--- src/rtl/cache_axi_arbiter_pkg.sv ---
// Shared definitions for the cache-side AXI arbiter.
//   - arb_state_e : arbiter sequencing states
//   - GNT_*       : bit positions of the one-hot grant vector
//   - rr_sel_e    : round-robin selection between the D and I linefill paths
//   - LINE_W / WORD_W / LINE_WORDS : cache line geometry defaults
package cache_axi_arbiter_pkg;

  localparam int unsigned LINE_W     = 256;
  localparam int unsigned WORD_W     = 32;
  localparam int unsigned LINE_WORDS = LINE_W / WORD_W;

  typedef enum logic [1:0] {
    ARB_IDLE,
    ARB_ISSUE,
    ARB_WAIT,
    ARB_RELEASE
  } arb_state_e;

  localparam int unsigned GNT_WB = 0;
  localparam int unsigned GNT_DL = 1;
  localparam int unsigned GNT_IL = 2;
  localparam int unsigned GNT_N  = 3;

  typedef enum logic {
    RR_D = 1'b0,
    RR_I = 1'b1
  } rr_sel_e;

  function automatic logic [GNT_N-1:0] gnt_onehot(input int unsigned idx);
    gnt_onehot      = '0;
    gnt_onehot[idx] = 1'b1;
  endfunction

endpackage

--- src/rtl/cache_axi_arbiter_rr_pick2.sv ---
// Two-way round-robin picker between the D-cache and I-cache linefill paths.
//   req_d, req_i : pending linefill requests
//   last         : path that won the previous fill
//   pick         : winner; a lone requester always wins, a tie goes to the
//                  path that did not win last time
module rr_pick2
  import cache_axi_arbiter_pkg::*;
(
  input  logic    req_d,
  input  logic    req_i,
  input  rr_sel_e last,
  output rr_sel_e pick
);

  always_comb begin
    pick = RR_D;
    if (req_d && req_i) begin
      if (last == RR_D) pick = RR_I;
      else              pick = RR_D;
    end else if (req_i) begin
      pick = RR_I;
    end
  end

endmodule

--- src/rtl/cache_axi_arbiter.sv ---
// Shares the cache-side AXI burst master between three line-level requesters:
// D-cache writeback (WB), D-cache linefill (DL) and I-cache linefill (IL).
// One transaction at a time: IDLE -> ISSUE -> WAIT -> RELEASE -> IDLE.
//   Clk, Rst              : clock, asynchronous active-low reset
//   WB_* / DL_* / IL_*    : requester handshakes (Req level in, Gnt/Done out,
//                           WordValid per filler)
//   RData                 : read beat broadcast to all requesters
//   M_*                   : start pulses, latched addresses/data and completion
//                           inputs of the AXI master
//   Err                   : sticky error (short read burst or WAIT watchdog)
module cache_axi_arbiter
  import cache_axi_arbiter_pkg::*;
#(
  parameter int unsigned ADDR_W     = 32,
  parameter int unsigned LINE_W     = cache_axi_arbiter_pkg::LINE_W,
  parameter int unsigned WORD_W     = cache_axi_arbiter_pkg::WORD_W,
  parameter int unsigned LINE_WORDS = cache_axi_arbiter_pkg::LINE_WORDS,
  parameter int unsigned TIMEOUT    = 1024
)(
  input  logic              Clk,
  input  logic              Rst,
  input  logic              WB_Req,
  input  logic [ADDR_W-1:0] WB_Addr,
  input  logic [LINE_W-1:0] WB_Data,
  output logic              WB_Gnt,
  output logic              WB_Done,
  input  logic              DL_Req,
  input  logic [ADDR_W-1:0] DL_Addr,
  output logic              DL_Gnt,
  output logic              DL_WordValid,
  output logic              DL_Done,
  input  logic              IL_Req,
  input  logic [ADDR_W-1:0] IL_Addr,
  output logic              IL_Gnt,
  output logic              IL_WordValid,
  output logic              IL_Done,
  output logic [WORD_W-1:0] RData,
  output logic              M_StartRead,
  output logic              M_StartWrite,
  output logic [ADDR_W-1:0] M_RAddr,
  output logic [ADDR_W-1:0] M_WAddr,
  output logic [LINE_W-1:0] M_WData,
  input  logic [WORD_W-1:0] M_RData,
  input  logic              M_RValid,
  input  logic              M_ReadCompleted,
  input  logic              M_WriteCompleted,
  output logic              Err
);

  localparam int unsigned BEAT_W = $clog2(LINE_WORDS + 1);
  localparam int unsigned WD_W   = (TIMEOUT > 1) ? $clog2(TIMEOUT) : 1;
  localparam logic [WD_W-1:0]   WD_LAST   = WD_W'((TIMEOUT == 0) ? 0 : TIMEOUT - 1);
  localparam logic [BEAT_W-1:0] BEAT_FULL = BEAT_W'(LINE_WORDS);

  arb_state_e        state, state_nxt;
  logic [GNT_N-1:0]  gnt;
  rr_sel_e           rr_last, rr_pick;
  logic [BEAT_W-1:0] beat_cnt, beat_nxt;
  logic [WD_W-1:0]   wd_cnt;
  logic              is_fill, in_wait, any_req, done_match;

  rr_pick2 u_rr_pick2 (
    .req_d (DL_Req),
    .req_i (IL_Req),
    .last  (rr_last),
    .pick  (rr_pick)
  );

  assign is_fill    = gnt[GNT_DL] | gnt[GNT_IL];
  assign in_wait    = (state == ARB_WAIT);
  assign any_req    = WB_Req | DL_Req | IL_Req;
  assign done_match = is_fill ? M_ReadCompleted : M_WriteCompleted;

  // Beat count including a beat arriving this cycle, so a beat coincident with
  // ReadCompleted still counts toward a full line.
  assign beat_nxt = (in_wait && is_fill && M_RValid && beat_cnt != BEAT_FULL)
                    ? beat_cnt + BEAT_W'(1) : beat_cnt;

  assign WB_Gnt       = gnt[GNT_WB];
  assign DL_Gnt       = gnt[GNT_DL];
  assign IL_Gnt       = gnt[GNT_IL];
  assign M_StartRead  = (state == ARB_ISSUE) && is_fill;
  assign M_StartWrite = (state == ARB_ISSUE) && gnt[GNT_WB];
  assign WB_Done      = (state == ARB_RELEASE) && gnt[GNT_WB];
  assign DL_Done      = (state == ARB_RELEASE) && gnt[GNT_DL];
  assign IL_Done      = (state == ARB_RELEASE) && gnt[GNT_IL];
  assign DL_WordValid = in_wait && gnt[GNT_DL] && M_RValid;
  assign IL_WordValid = in_wait && gnt[GNT_IL] && M_RValid;
  assign RData        = in_wait ? M_RData : '0;

  always_ff @(posedge Clk or negedge Rst) begin
    if (!Rst) state <= ARB_IDLE;
    else      state <= state_nxt;
  end

  always_comb begin
    state_nxt = state;
    unique case (state)
      ARB_IDLE:    if (any_req) state_nxt = ARB_ISSUE;
      ARB_ISSUE:   state_nxt = ARB_WAIT;
      ARB_WAIT:    if (done_match) state_nxt = ARB_RELEASE;
      ARB_RELEASE: state_nxt = ARB_IDLE;
      default:     state_nxt = ARB_IDLE;
    endcase
  end

  always_ff @(posedge Clk or negedge Rst) begin
    if (!Rst) begin
      gnt      <= '0;
      rr_last  <= RR_D;
      M_RAddr  <= '0;
      M_WAddr  <= '0;
      M_WData  <= '0;
      beat_cnt <= '0;
      wd_cnt   <= '0;
      Err      <= 1'b0;
    end else begin
      unique case (state)
        ARB_IDLE: begin
          if (WB_Req) begin
            gnt     <= gnt_onehot(GNT_WB);
            M_WAddr <= WB_Addr;
            M_WData <= WB_Data;
          end else if (DL_Req || IL_Req) begin
            rr_last <= rr_pick;
            if (rr_pick == RR_I) begin
              gnt     <= gnt_onehot(GNT_IL);
              M_RAddr <= IL_Addr;
            end else begin
              gnt     <= gnt_onehot(GNT_DL);
              M_RAddr <= DL_Addr;
            end
          end
        end
        ARB_ISSUE: begin
          beat_cnt <= '0;
          wd_cnt   <= '0;
        end
        ARB_WAIT: begin
          beat_cnt <= beat_nxt;
          if (wd_cnt != WD_LAST) wd_cnt <= wd_cnt + WD_W'(1);
          if (TIMEOUT != 0 && wd_cnt == WD_LAST) Err <= 1'b1;
          if (is_fill && M_ReadCompleted && beat_nxt != BEAT_FULL) Err <= 1'b1;
        end
        ARB_RELEASE: gnt <= '0;
        default:     gnt <= '0;
      endcase
    end
  end

endmodule
--- config.mk ---
export PLATFORM = sky130hd
export DESIGN_NAME = cache_axi_arbiter
export DESIGN_NICKNAME = d
export VERILOG_FILES = /design/src/rtl/cache_axi_arbiter_pkg.sv /design/src/rtl/cache_axi_arbiter_rr_pick2.sv /design/src/rtl/cache_axi_arbiter.sv
export SDC_FILE = /design/constraint.sdc
export NUM_CORES = 1
export LEC_CHECK = 0
export CORE_AREA = 2 2 297 299
export CTS_BUF_LIST = sky130_fd_sc_hd__clkbuf_16
export DETAILED_ROUTE_END_ITERATION = 8
export DIE_AREA = 0 0 299 301
export GPL_TIMING_DRIVEN = 0
export PLACE_DENSITY = 0.5
export SETUP_SLACK_MARGIN = 0.5
export SLEW_MARGIN = 0
export SYNTH_ARGS = -nofsm -noshare
export SYNTH_HDL_FRONTEND = slang
export SYNTH_SLANG_ARGS = --single-unit
--- constraint.sdc ---
create_clock -name Clk -period 1.6 [get_ports Clk]
set_input_delay 0.24 -clock Clk [delete_from_list [all_inputs] [get_ports Clk]]
set_output_delay 0.24 -clock Clk [all_outputs]
set_load 0.01 [all_outputs]
Word-level counts from Yosys, hierarchy flattened
Cells that the tools add are included.
- output and inout bits: 363
- memory bits (read-only): 0
- latch bits: 0
- memories kept: 0
- bits of input ports: 392
- word-level logic and storage cells: 71
- register bits: 341
- memory bits (writable): 0
- multiplexer cells: 19
- divide/modulo/power cells: 0
- shift operators: 0
- reductions and logical operators: 26
- $mul: 0
- magnitude comparators: 0
- eq/ne operators: 11
- add/sub/neg operators: 2
- bitwise gates (word level): 4
- operators by type and width (kind ; count):
    two-way mux 32 bit ; 2
    one-hot mux 10 bit (2 select lines) ; 1
    logical AND 1 bit ; 15
    adder 10 x 1 -> 10 bit (second input constant) ; 1
    equality test 10 bit (second input constant) ; 1
    two-way mux 10 bit ; 1
    != test 10 bit (second input constant) ; 1
    AND reduction 2 bit ; 5
    two-way mux 3 bit ; 3
    != test 4 bit (second input constant) ; 2
    one-hot mux 2 bit (4 select lines) ; 1
    one-hot mux 4 bit (2 select lines) ; 1
    two-way mux 1 bit ; 6
    one-hot mux 3 bit (2 select lines) ; 1
    nonzero test 2 bit ; 3
    adder 4 x 1 -> 4 bit (second input constant) ; 1
    equality test 2 bit (second input constant) ; 2
    two-way mux 2 bit ; 2
    two-way mux 4 bit ; 1
    != test 2 x 1 -> 1 bit (second input constant) ; 2
    != test 3 bit (second input constant) ; 1
    OR 1 bit ; 3
    AND reduction 3 bit ; 1
    equality test 2 x 1 -> 1 bit (second input constant) ; 1
    other kinds (4) ; 4

Depth between registers and ports, before layout
- depth in word-level cells: 9
- depth in mapped cells: 8
- depth with buffers taken out: 6

Hierarchy
From an unflattened synthesis, not the netlist that was laid out.
- cells, all modules: 925
- area, all modules: 13635.6 µm²
- modules (own cells, without submodules) (module ; seq. area each (µm²) ; area each (µm²) ; cells an instance ; times used):
    cache_axi_arbiter ; 8533.2 ; 13624.3 ; 924 ; 1
    rr_pick2 ; 0.0 ; 11.3 ; 1 ; 1

Least setup slack after synthesis
OpenSTA, ideal clock, no wires.
- path type: register to register
- from: reg state[0]
- to: reg M_WData[235]
- setup time: 0.125 ns
- path buffers: 2
- arrival time: 1.604 ns
- required time: 1.475 ns
- slack: -0.129 ns
- stages on the path, launching flop included: 7
- clock period less this slack: 1.729 ns
- cell sequence: dfrtp_1 -> inv_1 -> ha_1 -> nand2_1 -> buf_2 -> buf_2 -> mux2_2
- word-level cells in the longest chain between the ends: 2
- ends and longest elaborated chain (what ; line ; text):
    start: declaration ; cache_axi_arbiter.sv:55 ; arb_state_e state, state_nxt;
    start signal: assignment ; cache_axi_arbiter.sv:93 ; else state <= state_nxt;
    zero test 2 bit ; cache_axi_arbiter.sv:118 ; unique case (state)
    AND reduction 2 bit (no source line) ; - ;
    end signal: assignment ; cache_axi_arbiter.sv:123 ; M_WData <= WB_Data;
    end: declaration ; cache_axi_arbiter.sv:42 ; output logic [LINE_W-1:0] M_WData,
Every way passes these cells.
A chain may end at the register's enable or synchronous reset.

Worst setup path in the final report
- from: reg state[1]
- to: out RData[24]
- word-level cells in the longest chain between the ends: 2
- ends and longest elaborated chain (what ; line ; text):
    equality test 2 bit ; cache_axi_arbiter.sv:70 ; assign in_wait = (state == ARB_WAIT);
    two-way mux 32 bit ; cache_axi_arbiter.sv:89 ; assign RData = in_wait ? M_RData : '0;
    end: declaration ; cache_axi_arbiter.sv:37 ; output logic [WORD_W-1:0] RData,
Every way passes these cells.

==> results.md <==
* I/O pins at 755
* Wire per inst at 19.0 um
* Ys flop type: dfrtp_1
* Num rows at 108
* Drt drc at 0
* Synth Instances at 933
* Skew-Pair Late Insertion Delay at 0.56 ns
* Synth Register Bits at 341
* MaxCap Viol Count at 0
* Netlist cell types at 45
* Cell accounting for the most synthesized area: dfrtp_1
* Syn avg cell area at 14.6 um2
* Die W at 299 um
* Largest net degree at the start of global routing at 111
* Clock transition at path regs at 0.06 ns
* Hold Path Class: in2async
* Routability Congestion at 0.837
* PortBufs at 754
* Number of DRC markers in iteration 0 at 333
* Worst Tran Pin Value at 0.640 ns
* RSZ-0062 raised after global routing: true
* Slew Limit Headroom at 56.9%
* CTS buffer count at 42
* Vias post-DR at 11300
* Post-route setup slack at -0.509 ns
* P_leak at 0.0120 uW
* Htree depth at 2
* GRT overflow at 0
* Synth async-reset ratio at 100%
* WHS at -0.349 ns
* Critical path launch point type: flip-flop
* Synth area leaders: dfrtp_1 62%, mux2_2 24%, mux2i_1 2.9%, and2_1 1.6%, a21oi_1 1.5%
* Top cells by count, synth: 341 x dfrtp_1, 290 x mux2_2, 43 x nor2_1
* Clk sink count at 341
* PD cells at 1910 nW/um2
* Worst r2r path cells at 11
* Largest buffer count on any clock path at 3
* Syn Std Cell Area at 13700 um2
* Antenna viol nets, final at 0
* Dpl ws at -0.595 ns
* Crit share post-route at 132%
* Syn Nets at 1333
* Failing checks: hold timing, setup timing
* Worst ir drop on vdd at 0.921 mV
* Max Fclk at 0.474 GHz
* Die area at 90000 um2
* Final hold vios at 68
* Total global-route track usage at 12.0%
* Skew final at 0.0178 ns
* WP data arrival at 1.87 ns
* Ys Warns at 0
* Post-synth EDFFs at 0
* Layout cells sized above 1 at 54.2%
* Initial Util at 15.8%
* CP Max Fanout at 7
* Share of the synthesized area in the top cell type at 62.4%
* Crit end category: output pin
* First-pass GRT wire length at 80700 um
* Synth-to-layout area growth at 96.8%
* Reg2reg start: state[1]
* Initial antenna violation count at 4
* Final setup vio count at 377
* Via/cell ratio at 3.70
* Top-count cell post-synth: dfrtp_1
* Critical path type: reg2out
* Status: complete, but fails checks
* Final #Nets at 2285
* CP required at 1.36 ns
* Hpwl dp at 41600 um
* Total core area at 86500 um2
* CTS tree: built
* Clock Root Buffer: clkbuf_16
* Fin. max-slew vios at 0
* DIE HEIGHT at 301 um
* R2R setup slack at -0.50 ns
* Tmin final at 2.11 ns
* Post-synthesis sequential area ratio at 62.4%
* Vias in the first global route at 12000
* TNS Setup at -144.40 ns
* Crit path from: state[1]
* Final wirelength at 58400 um
* Drt first pass iters at 4
-- cells by family after synthesis --
kind of cell / after synthesis / synth area share, %
DFF: 341 / 62.4
muxes: 329 / 26.7
xor gates and xnor gates: 1 / 0.0641
adders and majority gates: 8 / 0.732
AOI/OAI and AO/OA: 71 / 3.28
and+or+nand+nor: 119 / 4.51
buffers and inverters: 64 / 2.23
-- metal layers --
| metal | vias to the layer above | GRT usage [%] | share of wire [%] |
|---|---|---|---|
| met4 | 2 | 3.77 | 2.5 |
| met2 | 423 | 20.8 | 51 |
| li1 | 5234 | - | - |
| met5 | - | 0 | 0.022 |
| met1 | 5606 | 14.0 | 39 |
| met3 | 83 | 3.56 | 7.3 |
-- final cells by class --
class                           count  area (um2)
Antenna cell                        2        5.00
Tap cell                         1155        1450
Inverter                           15        76.3
Clock inverter                     30         231
Buffer                             49         905
Timing Repair Buffer              908        9040
Fill cell                        8753       59600
Clock buffer                       43        1080
Sequential cell                   341        8550
Multi-Input combinational cell    528        5580
-- metrics by stage --
step	total power (uW)	hold WS [ns]	cell area, um2	utilization [%]	std cells
floorplan	24600	-0.0556	14100	-	933
global placement	37500	0.473	23100	26.7	2842
detailed placement	37800	0.241	23200	26.8	2845
CTS	50300	-0.373	25900	29.9	2974
global route	54100	-0.323	26900	31.1	3071
finish	51300	-0.349	26900	31.1	3071
-- flip-flops by register name (all words and copies together) (netlist names) --
| name | cells |
|---|---|
| M_WData | 256 |
| M_RAddr | 32 |
| M_WAddr | 32 |
| wd_cnt | 10 |
| beat_cnt | 4 |
| gnt | 3 |
| state | 2 |
| Err | 1 |
| rr_last | 1 |
-- final timing paths --
kind / end
worst min register to register: M_WData[207]
worst max-delay path: RData[24]
min in group Clk: M_WData[0]
worst min-delay path: M_WData[81]
worst max register to register: M_WData[55]
max in group asynchronous: M_WAddr[18]
-- repair_timing --
action                                  in CTS  in global routing
gates cloned                                26                 14
hold endpoints to repair                    68                 68
endpoints found under the setup margin     704                781
gates resized for setup                    349               1203
buffers inserted                            30                 81
pin swaps                                    3                 22
-- power by group --
group,switching (uW),internal (uW),leakage [uW],total [uW]
combinational,10400,15600,0.00724,26100
clock,3830,5470,0.000698,9300
sequential,2950,13000,0.00402,15900
total,17200,34100,0.0120,51300
-- placed cells by master (no fill, tap or decap), types with 15 or more instances in the layout --
master	instances
buf_6	193
buf_16	29
buf_4	69
clkdlybuf4s50_1	391
and2_1	20
and2_4	15
buf_2	26
mux2i_1	39
dfrtp_1	331
inv_1	26
buf_12	44
nor2_4	30
mux2_4	27
mux2_2	263
clkbuf_2	169
a21oi_2	34
clkbuf_16	60
-- critical path, cell delays in order (launching register included) --
cell	delay [ns]
dfrtp_2	0.43
ha_4	0.17
clkbuf_16	0.15
clkbuf_16	0.16
clkbuf_16	0.15
and2_4	0.13
buf_6	0.11
(Power assumes the default switching activity.)
